**config.mk**
```make
export PLATFORM = sky130hd
export DESIGN_NAME = store_buffer
export DESIGN_NICKNAME = d
export VERILOG_FILES = /design/src/rtl/store_buffer_pkg.sv /design/src/rtl/store_fwd_match.sv /design/src/rtl/store_buffer.sv
export SDC_FILE = /design/constraint.sdc
export NUM_CORES = 1
export LEC_CHECK = 0
export ABC_AREA = 1
export BUFFER_PORTS_ARGS = -buffer_cell sky130_fd_sc_hd__buf_2
export CAP_MARGIN = 25
export CORE_UTILIZATION = 45
export CTS_CLUSTER_DIAMETER = 100
export CTS_CLUSTER_SIZE = 12
export DETAILED_ROUTE_END_ITERATION = 7
export PLACE_DENSITY = 0.73
export SLEW_MARGIN = 10
export SYNTH_ARGS = -nofsm -noshare
export SYNTH_HDL_FRONTEND = slang
export SYNTH_HIERARCHICAL = 1
export SYNTH_SLANG_ARGS = --single-unit
export TNS_END_PERCENT = 5
```
**constraint.sdc**
```tcl
create_clock -name clk -period 4.7 [get_ports clk]
set_input_delay 0.47 -clock clk [delete_from_list [all_inputs] [get_ports clk]]
set_output_delay 0.47 -clock clk [all_outputs]
set_load 0.005 [all_outputs]
```
**src/rtl/store_buffer_pkg.sv**
```systemverilog
// Shared types and helpers for the data-side store buffer.
// Holds the FIFO entry layout, the drain FSM encoding, the pointer-width
// helper and the word-address boundary used for load forwarding.
package store_buffer_pkg;

  localparam int SB_AW    = 32;
  localparam int SB_DW    = 32;
  localparam int WORD_LSB = 2;

  typedef struct packed {
    logic [SB_AW-1:0] addr;
    logic [SB_DW-1:0] data;
  } sb_entry_t;

  typedef enum logic {
    IDLE = 1'b0,
    REQ  = 1'b1
  } drain_state_t;

  function automatic int clog2(input int n);
    int r;
    r = 0;
    for (int i = 0; i < 32; i++) begin
      if ((1 << r) < n) r++;
    end
    return r;
  endfunction

endpackage

```
**src/rtl/store_fwd_match.sv**
```systemverilog
// Youngest-first forwarding matcher: scans the valid entries from oldest
// (head) to youngest so that the last word-address match found wins.
module store_fwd_match
  import store_buffer_pkg::*;
#(
  parameter int DEPTH = 4,
  parameter int AW    = SB_AW,
  parameter int DW    = SB_DW,
  parameter int PW    = clog2(DEPTH)
) (
  input  sb_entry_t         entries [DEPTH],
  input  logic [DEPTH-1:0]  valid,
  input  logic [PW-1:0]     head,
  input  logic [AW-1:0]     ALUResult,
  output logic              hit,
  output logic [DW-1:0]     data
);

  // Byte-offset bits play no part in matching; gather them so they are
  // visibly consumed.
  logic unused_byte_bits;

  // Priority scan, oldest to youngest; a later match overrides an earlier one.
  always_comb begin
    logic [PW-1:0] idx;
    // NOTE: every output gets a default before the loop so no path leaves
    // it unassigned, which would otherwise infer a latch.
    hit  = 1'b0;
    data = '0;
    idx  = head;
    for (int i = 0; i < DEPTH; i++) begin
      idx = head + PW'(i);
      if (valid[idx] &&
          (entries[idx].addr[AW-1:WORD_LSB] == ALUResult[AW-1:WORD_LSB])) begin
        hit  = 1'b1;
        data = entries[idx].data;
      end
    end
  end

  // Fold the ignored low address bits together.
  always_comb begin
    unused_byte_bits = ^ALUResult[WORD_LSB-1:0];
    for (int i = 0; i < DEPTH; i++) begin
      unused_byte_bits = unused_byte_bits ^ (^entries[i].addr[WORD_LSB-1:0]);
    end
  end

endmodule

```
**src/rtl/store_buffer.sv**
```systemverilog
// Data-side store buffer: accepts one core store per cycle into a circular
// FIFO, drains entries in order over a registered req/ack bus and forwards
// buffered data to loads so ReadData stays coherent.
// Optional feature macro: STORE_COALESCE_EN -- a store to the same word as
// the youngest entry (unless that entry is the head being drained) updates
// it in place instead of allocating.
module store_buffer
  import store_buffer_pkg::*;
#(
  parameter int DEPTH = 4,
  parameter int AW    = SB_AW,
  parameter int DW    = SB_DW
) (
  input  logic          clk,
  input  logic          reset,
  input  logic          MemWrite,
  input  logic [AW-1:0] ALUResult,
  input  logic [DW-1:0] WriteData,
  output logic [DW-1:0] ReadData,
  output logic          full,
  output logic          overflow,
  output logic [AW-1:0] mem_raddr,
  input  logic [DW-1:0] mem_rdata,
  output logic          mem_req,
  output logic [AW-1:0] mem_addr,
  output logic [DW-1:0] mem_wdata,
  input  logic          mem_ack
);

  localparam int            PW      = clog2(DEPTH);
  localparam logic [PW:0]   DEPTH_C = (PW + 1)'(DEPTH);

  sb_entry_t     entries [DEPTH];
  logic [PW-1:0] head;
  logic [PW-1:0] tail;
  logic [PW:0]   count;
  logic [PW:0]   count_next;
  drain_state_t  state;
  drain_state_t  state_next;

  logic             push;
  logic             pop;
  logic             drop;
  logic             coalesce;
  logic [DEPTH-1:0] valid;
  logic             fwd_hit;
  logic [DW-1:0]    fwd_data;

`ifdef STORE_COALESCE_EN
  logic [PW-1:0] youngest;
  assign youngest = tail - PW'(1);
  // The head under drain is never rewritten, since the bus may be latching it.
  assign coalesce = MemWrite && (count != '0) &&
                    (entries[youngest].addr[AW-1:WORD_LSB] == ALUResult[AW-1:WORD_LSB]) &&
                    !((state == REQ) && (youngest == head));
`else
  assign coalesce = 1'b0;
`endif

  // Acceptance uses the occupancy at the start of the cycle, so a slot freed
  // by a same-cycle pop cannot be reused.
  assign push       = MemWrite && !coalesce && (count < DEPTH_C);
  assign drop       = MemWrite && !coalesce && !push;
  assign pop        = (state == REQ) && mem_ack;
  assign count_next = count + (PW + 1)'(push) - (PW + 1)'(pop);

  assign full      = (count == DEPTH_C);
  assign mem_raddr = ALUResult;
  assign mem_addr  = entries[head].addr;
  assign mem_wdata = entries[head].data;

  // Pointers, occupancy and the sticky overflow flag.
  always_ff @(posedge clk) begin
    // NOTE: sequential state uses non-blocking assignments so every register
    // samples pre-edge values, independent of statement order.
    if (reset) begin
      head     <= '0;
      tail     <= '0;
      count    <= '0;
      overflow <= 1'b0;
    end else begin
      if (push) tail <= tail + PW'(1);
      if (pop)  head <= head + PW'(1);
      count <= count_next;
      if (drop) overflow <= 1'b1;
    end
  end

  // Entry storage writes: allocate at tail or update the youngest in place.
  always_ff @(posedge clk) begin
    // NOTE: entry contents are left unreset; occupancy alone decides validity,
    // which keeps the storage a plain register file.
    if (push) begin
      entries[tail] <= '{addr: ALUResult, data: WriteData};
    end
`ifdef STORE_COALESCE_EN
    else if (coalesce) begin
      entries[youngest].data <= WriteData;
    end
`endif
  end

  // Drain FSM state register.
  always_ff @(posedge clk) begin
    if (reset) state <= IDLE;
    else       state <= state_next;
  end

  // Drain FSM next state: request whenever anything remains after this edge.
  always_comb begin
    state_next = state;
    case (state)
      IDLE:    if (count_next != '0) state_next = REQ;
      REQ:     if (pop && (count_next == '0)) state_next = IDLE;
      default: state_next = IDLE;
    endcase
  end

  // Drain FSM outputs.
  always_comb begin
    mem_req = (state == REQ);
  end

  // Per-slot valid mask derived from head and occupancy.
  always_comb begin
    logic [PW-1:0] off;
    valid = '0;
    off   = '0;
    for (int j = 0; j < DEPTH; j++) begin
      off      = PW'(j) - head;
      valid[j] = ({1'b0, off} < count);
    end
  end

  store_fwd_match #(
    .DEPTH (DEPTH),
    .AW    (AW),
    .DW    (DW),
    .PW    (PW)
  ) u_fwd (
    .entries   (entries),
    .valid     (valid),
    .head      (head),
    .ALUResult (ALUResult),
    .hit       (fwd_hit),
    .data      (fwd_data)
  );

  // Load data: youngest buffered match, else memory.
  always_comb begin
    ReadData = fwd_hit ? fwd_data : mem_rdata;
  end

endmodule

```
==> summary by stage, run 1 <==
Timing
The share of the clock period used by the worst path is a little over nine tenths. Across the routed clock network, the largest skew measured is 17.4 ps. The slew of the pin with the lowest slew margin is 1030 ps. The accumulated negative setup slack is 0 ps.

Setup violations remaining at the end of the flow were counted as 0. After layout, the worst setup slack is between 200 and 300 ps. The final count of hold timing violations is 0.

The top achievable clock speed is between 0.2 and 0.25 GHz. The number of pins with negative max-slew slack in the final report came to 0. The worst slew margin relative to its limit is between 30% and 40%. Setup repair after global routing left no endpoint under its margin. For the finished layout, the period the worst path requires is between 4000 and 5000 ps.

Pwr
In this run switching power makes up 43.0% of total power. Power spread over the standard cell area amounts to approximately 400 nW/µm². The share of total power dissipated in sequential elements is about a third. The cell internal power dissipation is 0.00526 W. The portion of total power attributed to the clock network is 21.1%. In this run the static leakage power is about 10 nW. The peak ir drop on the vdd network is between 0.0002 and 0.0003 V.

In this run the power spent charging and discharging nets is about 0.0040 W. Per report_power, the combinational group accounts for a little under half of the total. The completed layout was analyzed and its total power is between 0.009 and 0.01 W.

Layout
The layout overhead on the synthesized area is 10.4%. The ratio of cells with drive above 1 in the final layout is 11.6%. For this run, the post-layout net count is between 3000 and 4000.

Once layout is done, the placed cells without fillers occupy around 23000 µm².

Clock network
The clock buffer count from CTS is 26. In this run the clock root is driven by a clkbuf_16. The maximum level of the CTS H-tree is 1.

Clock-pin slew was measured on the worst setup and hold paths at ~60 ps. The later pin in the worst-skew pair is clocked with a latency of roughly 570 ps. In this run, post-CTS hold repair placed 0 buffers.

The tree built by TritonCTS fans out to roughly 270 sinks. Counting along the longest clock path gives a buffer depth of 3. TritonCTS built the clock tree.

Worst setup path
STA classifies the critical path endpoint as an output port. The slack of the worst reg-to-reg path is 2270 ps. The startpoint type of the worst setup path is a register.

The cell count of the worst reg-to-reg path is 4. The worst endpoint data arrival time is slightly below 4000 ps. The required time of the critical path is approximately 4200 ps. The critical path class is reg -> out. The maximum fanout along the worst path is 52.

Global routing
For this run, the total global-route usage over all layers was measured as around 27%. The initial antenna violation count came to 6. The residual overflow from global routing is 0. The number of global-route vias before repair is approximately 18000. Entering global routing, the biggest net connects 127 pins.

The first global-routing pass estimated between 100 and 150 mm of wire.

Placement
Detailed placement finished with a half-perimeter wire length of 43.8 mm. The placer congestion estimate is a little over 1. Buffers placed on the I/O ports in this run total between 200 and 250. The post-place instance area is about 22000 µm². The worst slack after detailed placement is approximately 650 ps.

Floorplan
Row generation in the floorplan step produced 77 rows. Once the floorplan was initialized, standard cells occupied a little under half of the core. In this run the standard cell core region covers about 45000 µm². The die height is 215 µm. The floorplan step defined a die boundary enclosing approximately 46000 µm².

The I/O pin count is between 200 and 250. The width of the chip is between 200 and 250 µm.

Synthesis
The Yosys step of the flow raised 6 warnings. The gate count after technology mapping is just over 3000. The synthesized flop and latch total is 265.

Averaged over all synthesized cells, the footprint is 6.70 µm². After synthesis, flip-flops and latches occupy 38.6% of the total area. The number of nets produced by synthesis is 3153. The mapped netlist covers 20400 µm².

The number of unique standard cell types used by synthesis is 32.

Detailed routing
The wire length per cell is between 15 and 20 µm. The first detailed-routing pass ran for 6 iterations. Dividing the detail-routed via count by the number of cells gives ~5.4. The initial DRC count is approximately 2300. The sum of routed wire length over all layers is approximately 65 mm. The post-route DRC violation count is 0. In this run the remaining antenna-violating nets after routing total 0. Across all layers, the routed design uses approximately 20000 vias.

Worst hold path
Counting instances, the worst hold path has a depth of 1. The path class of the tightest hold or removal check is in -> reg.

Flow run
The number of max-capacitance violations reported is 0.

Outcome
The flow ran to the end, and the final reports show no timing, DRC or antenna violations.
-- placed cells by master, fill, tap and decap left out, drive strengths merged, types with 2 or more instances in the layout --
master / synthesis / routed
nand2: 1527 / 1527
buf: 149 / 276
o21ai: 260 / 260
edfxtp: 256 / 256
inv: 225 / 226
nand3: 223 / 223
nand4: 84 / 84
o211ai: 64 / 64
nor2: 61 / 61
clkbuf: 59 / 39
mux2i: 32 / 32
mux2: 32 / 32
xor2: 22 / 22
a21oi: 12 / 12
ha: 9 / 9
dfxtp: 9 / 9
or2: 8 / 8
nor3: 5 / 5
diode: 0 / 4
o22ai: 2 / 2
clkinv: 1 / 2
-- kinds of logic (layout without fill, tap and decap cells) --
family	after synthesis	in the layout	synth area share [%]
simple gates	1908	1908	37.8
other cells	0	4	0
buf+inv	434	543	9.55
flops	265	265	38.6
xor+xnor	22	22	0.944
mux	64	64	3.34
compound gates	340	340	9.16
fa+ha+maj	10	10	0.650
-- per-layer routing --
metal / global-route usage, % / vias up / share of wire, %
met5: 0 / - / 0.048
met3: 3.60 / 116 / 9.4
met4: 8.50 / 4 / 2.6
met2: 42.5 / 963 / 44
li1: - / 10077 / -
met1: 39.1 / 9149 / 44
-- sequential cells by signal (all words and copies together) (netlist names) --
name      count
count         3
entries     256
head          2
mem_req       1
overflow      1
tail          2
-- cells in the mapped netlist, drive strengths merged --
cell    count  share of area [%]
a21boi      1              0.037
a21o        1              0.037
a21oi      12               0.29
buf       149                4.3
clkbuf     59                1.1
clkinv      1              0.018
dfxtp       9               0.88
edfxtp    256                 38
fa          1              0.098
ha          9               0.55
inv       225                4.1
mux2       32                1.8
mux2i      32                1.6
nand2    1527                 28
nand3     223                5.5
nand4      84                2.6
nor2       61                1.3
nor3        5               0.12
o211ai     64                2.4
o21ai     260                6.4
o22ai       2              0.061
or2         8               0.25
xor2       22               0.94
-- stage by stage --
step / std cells / hold WS, ps / utilization (%)
global route: 3747 / 98.3 / 50.6
finish: 3748 / 107 / 50.6
detailed placement: 3702 / 457 / 48.9
global placement: 3702 / 451 / 48.9
floorplan: 3043 / 460 / -
CTS: 3743 / 91.8 / 50.5
-- power groups by stage --
stage | Clock (W) | Combinational [W] | Sequential (W)
after global placement | 0 | 0.00415 | 0.00306
after CTS | 0.00197 | 0.00420 | 0.00301
after detailed placement | 0 | 0.00418 | 0.00306
after global routing | 0.00205 | 0.00477 | 0.00304
final | 0.00194 | 0.00427 | 0.00301
after floorplan | 0 | 0.00293 | 0.00303
-- area by class of cell --
type / instances / area (µm²)
Clock buffer: 39 / 699
Timing Repair Buffer: 276 / 1680
Inverter: 226 / 853
Clock inverter: 2 / 27.5
Antenna cell: 4 / 10.0
Multi-Input combinational cell: 2344 / 10600
Sequential cell: 265 / 7880
Fill cell: 4467 / 22000
Tap cell: 592 / 741
-- final timing paths --
kind | from | to
min reg2reg | overflow | overflow
max | head[1] | ReadData[9]
max reg2reg | count[2] | entries[124]
min | WriteData[17] | entries[209]
-- critical path: stages (launching register included) --
cell and delay, ps:
dfxtp_4 400, inv_4 290, nand2_1 150, nand2_4 190
buf_12 260, nand2_1 80, nand2_1 80, xor2_1 250
nand2_1 80, nor2_1 100, nand4_1 140, nor2_1 220
nand2_4 170, nand4_1 170, buf_8 270, mux2_2 370
buf_2 130
-- what timing repair did --
item	4_1_cts	5_1_grt
setup endpoints to repair	0	32
endpoints found under the hold margin	0	0
gates resized for setup	0	10
buffers inserted	0	1
No activity file was read; power rests on OpenSTA's default activity.
==> run 2: changes to the inputs <==
--- a/config.mk
+++ b/config.mk
@@ -12,10 +12,10 @@
 export CTS_CLUSTER_DIAMETER = 100
 export CTS_CLUSTER_SIZE = 12
 export DETAILED_ROUTE_END_ITERATION = 7
-export PLACE_DENSITY = 0.73
+export PLACE_DENSITY = 0.7
 export SLEW_MARGIN = 10
 export SYNTH_ARGS = -nofsm -noshare
 export SYNTH_HDL_FRONTEND = slang
 export SYNTH_HIERARCHICAL = 1
 export SYNTH_SLANG_ARGS = --single-unit
-export TNS_END_PERCENT = 5
+export TNS_END_PERCENT = 10
==> run 2 against run 1 <==
Against the previous run:
- power up 0.82%
- first-iteration DRC count decreased by 6.4%
- global-route usage up 1.8 points
- core utilization is 0.073 points higher
- worst hold slack improved by 7.9 ps
- sequential share of layout area decreased by 0.050 points
- routed wire length increased by 5.5%
- count of clock-buffer cells in the layout shrank 2
- cell area is 0.14% higher
- register-to-register slack lost 50 ps
- critical endpoint is now ReadData[29]
- highest routed layer unchanged
==> summary by stage, run 2 (synthesized netlist as in run 1, its figures left out) <==
Floorplan
The die footprint is 46200 µm² (unchanged). The die height is 215 µm (unchanged). The number of rows in the core area is 77 (unchanged).

The core outline area is 44500 µm² (unchanged). The I/O pin count came to 231 (unchanged). The starting utilization of the core area is 45.8% (unchanged). The width of the chip is 215 µm (unchanged).

Worst setup path
The number of buffer and inverter instances along the worst setup path is 4 (unchanged). The maximum fanout along the worst path was 51 (-1.9%). Walking the worst path, the cells encountered are clkinv_4 > nand2_1 > nand2_4 > buf_4 > nand2_1 > nand3_1 > nand4_1 > nor2_1 > nand2_1 > nor2_2 > nand2_1 > nand2_1 > buf_12 > nand2_1 > nand2_1 > nand2_1 > nand2_1 > mux2_2 > buf_2.

The worst endpoint data arrival time is 3960 ps (about the same). The cell that appears most often on the critical path is nand2_1. The critical path is of the reg -> out type. The slack of the worst reg-to-reg path is 2220 ps (-50 ps). The kind of cell with the highest combined delay along the critical path is simple AND/OR/NAND/NOR gates. The cell with the biggest individual delay on the critical path is buf_4. The required time of the critical path is 4230 ps (about the same). The category of the worst setup path capture point is an output port.

The longest individual stage delay on the worst path is 510 ps (+110 ps). The startpoint type of the worst setup path is a register.

Outcome
The run finished with clean final reports.

Pwr
The share of power burned in combinational logic was 46.9% (+0.6 points). The cell internal power dissipation came to 0.00528 W (+0.43%). The net switching fraction of the power is 43.2% (+0.22 points).

The cell leakage power was 10.5 nW (about the same). The part of the power in registers is 32.5% (about the same). The power density relative to cell area is 412 nW/µm² (+0.67%). The peak ir drop on the vdd network is 0.000402 V (+53%). The net switching component of the power is 0.00402 W (+1.3%). The portion of total power attributed to the clock network is 20.6% (-0.5 points).

Timing
The slew of the pin with the lowest slew margin is 1010 ps (-19.4 ps). The top achievable clock speed came to 0.226 GHz (+0.28%). The number of pins with negative max-slew slack in the final report is 0 (unchanged). The setup-violating endpoint count in the final report is 0 (unchanged).

The worst setup skew after layout is 25.4 ps (+7.96 ps). The share of the clock period used by the worst path is 94.3% (-0.27 points). The final count of hold timing violations is 0 (unchanged). The accumulated negative setup slack is 0 ps (unchanged). The final critical path time including I/O delays and setup is 4430 ps (-12.6 ps).

Setup repair after global routing left no endpoint under its margin. The worst slew margin relative to its limit is 32.9% (+1.3 points).

Layout
The ratio of cells with drive above 1 in the final layout is 11.7% (+0.099 points). The number of flip-flops in the largest register was 256 (unchanged). The total number of nets in the final design came to 3251 (+0.062%).

The layout overhead on the synthesized area is 10.6%. The final core utilization came to 50.7% (+0.073 points). The register with the most flip-flops in the final layout is entries. The most common library cell in the layout ignoring fill and taps is nand2_1.

The total inserted antenna cells is 0 (-4). The library cells used most frequently in the layout, excluding fill and tap cells, are 1524 x nand2_1, 256 x edfxtp_1, 242 x o21ai_0, 230 x buf_2, 223 x nand3_1. In the final layout, the registers with the most flip-flops are entries: 256 flops, count: 3 flops.

The number of non-filler instances in the completed layout is 3743 (-0.13%).

Placement
The count of input and output buffers is 230 (unchanged). The cell count after placement is 3702 (unchanged). The placer congestion estimate is 0.969 (-4.7%). The post-DP HPWL came to 47.7 mm (+8.8%).

Detailed routing
The count of antenna-violating nets left after detailed routing was 0 (unchanged). The number of optimization iterations in the first detailed-route pass came to 6 (unchanged). The post-route DRC violation count is 0 (unchanged). The initial DRC count came to 2195 (-6.4%). The wire length per cell was 18.3 µm (+5.7%). The via density per instance is 5.52 (+1.9%). The number of vias in the routed layout is 20666 (+1.8%). The sum of routed wire length over all layers is 68.4 mm (+5.5%).

Clock network
The worst-skew pair later-pin latency was 570 ps (about the same). In this run the clock root is driven by a clkbuf_16. The clock buffer count from CTS is 26 (unchanged).

The clock sink count came to 265 (unchanged). TritonCTS built the clock tree. The number of buffers between clock root and the deepest sink was 3 (unchanged).

The clock transition at the registers of the reported paths is 70 ps (about the same). The maximum level of the CTS H-tree was 1 (unchanged). The number of hold-repair buffers added at the cts stage is 0 (unchanged).

Flow run
The number of max-capacitance violations reported came to 0 (unchanged).

Global routing
The number of global-route vias before repair is 19174 (+7.7%). The aggregate global-route resource usage is 29.0% (+1.8 points). The initial antenna violation count is 2 (-4). The wire length of the first global-routing pass was 106 mm (+5.7%). The pin count of the biggest net entering global routing is 144 (+13%).

The residual overflow from global routing is 0 (unchanged).

Worst hold path
The class of the tightest hold or removal check is in -> reg.
[run 2: path summary, 6_finish.rpt]
path | startpoint | endpoint | depth (start not counted)
min reg2reg | overflow | overflow | 2
min | WriteData[29] | entries[29] | 1
max reg2reg | count[2] | entries[65] | 4
max | head[0] | ReadData[29] | 19
[run 2: worst register-to-register path: stages (launching register included)]
cell     delay (ps)
dfxtp_1         380
inv_1           160
nand2_1         320
nor2_4          670
buf_4           570
[run 2: per-layer routing]
layer | part of all wire (%) | routed length (µm) | up-vias | global-route usage (%)
li1 | - | - | 10060 | -
met1 | 44 | 30100 | 9594 | 40.4
met2 | 45 | 31100 | 901 | 47.0
met3 | 8.2 | 5640 | 107 | 4.03
met4 | 2.3 | 1550 | 4 | 8.31
met5 | 0.035 | 24 | - | 0
[run 2: power by group through the flow]
stage | sequential [W] | clock (W) | combinational (W)
3_3_place_gp | 0.00306 | 0 | 0.00420
3_5_place_dp | 0.00307 | 0 | 0.00427
6_report | 0.00302 | 0.00192 | 0.00436
2_1_floorplan | 0.00303 | 0 | 0.00293
5_1_grt | 0.00304 | 0.00202 | 0.00486
4_1_cts | 0.00302 | 0.00195 | 0.00428
[run 2: what timing repair did]
| action | CTS | global route |
|---|---|---|
| setup buffers | 0 | 3 |
| resized for setup | 2 | 5 |
| pin swaps | 0 | 1 |
| endpoints found under the setup margin | 32 | 32 |
[run 2: per-stage QoR]
stage                     cell area (µm²)  power, W  worst slack (ps)  hold slack (ps)
after floorplan                     20400   0.00596               899              460
after global placement              21800   0.00726               339              449
after detailed placement            21800   0.00734               383              458
after CTS                           22500   0.00926              68.9             87.8
after global routing                22600   0.00993              5.60              107
final                               22600   0.00930               269              115
[run 2: layout make-up]
class                      count  area (µm²)
clock buffer                  37         713
clock inverter                 1        11.3
timing repair buffer         278        1720
sequential                   265        7880
fill                        4418       21900
inverter                     226         856
tap                          592         741
multi-input combinational   2344       10700
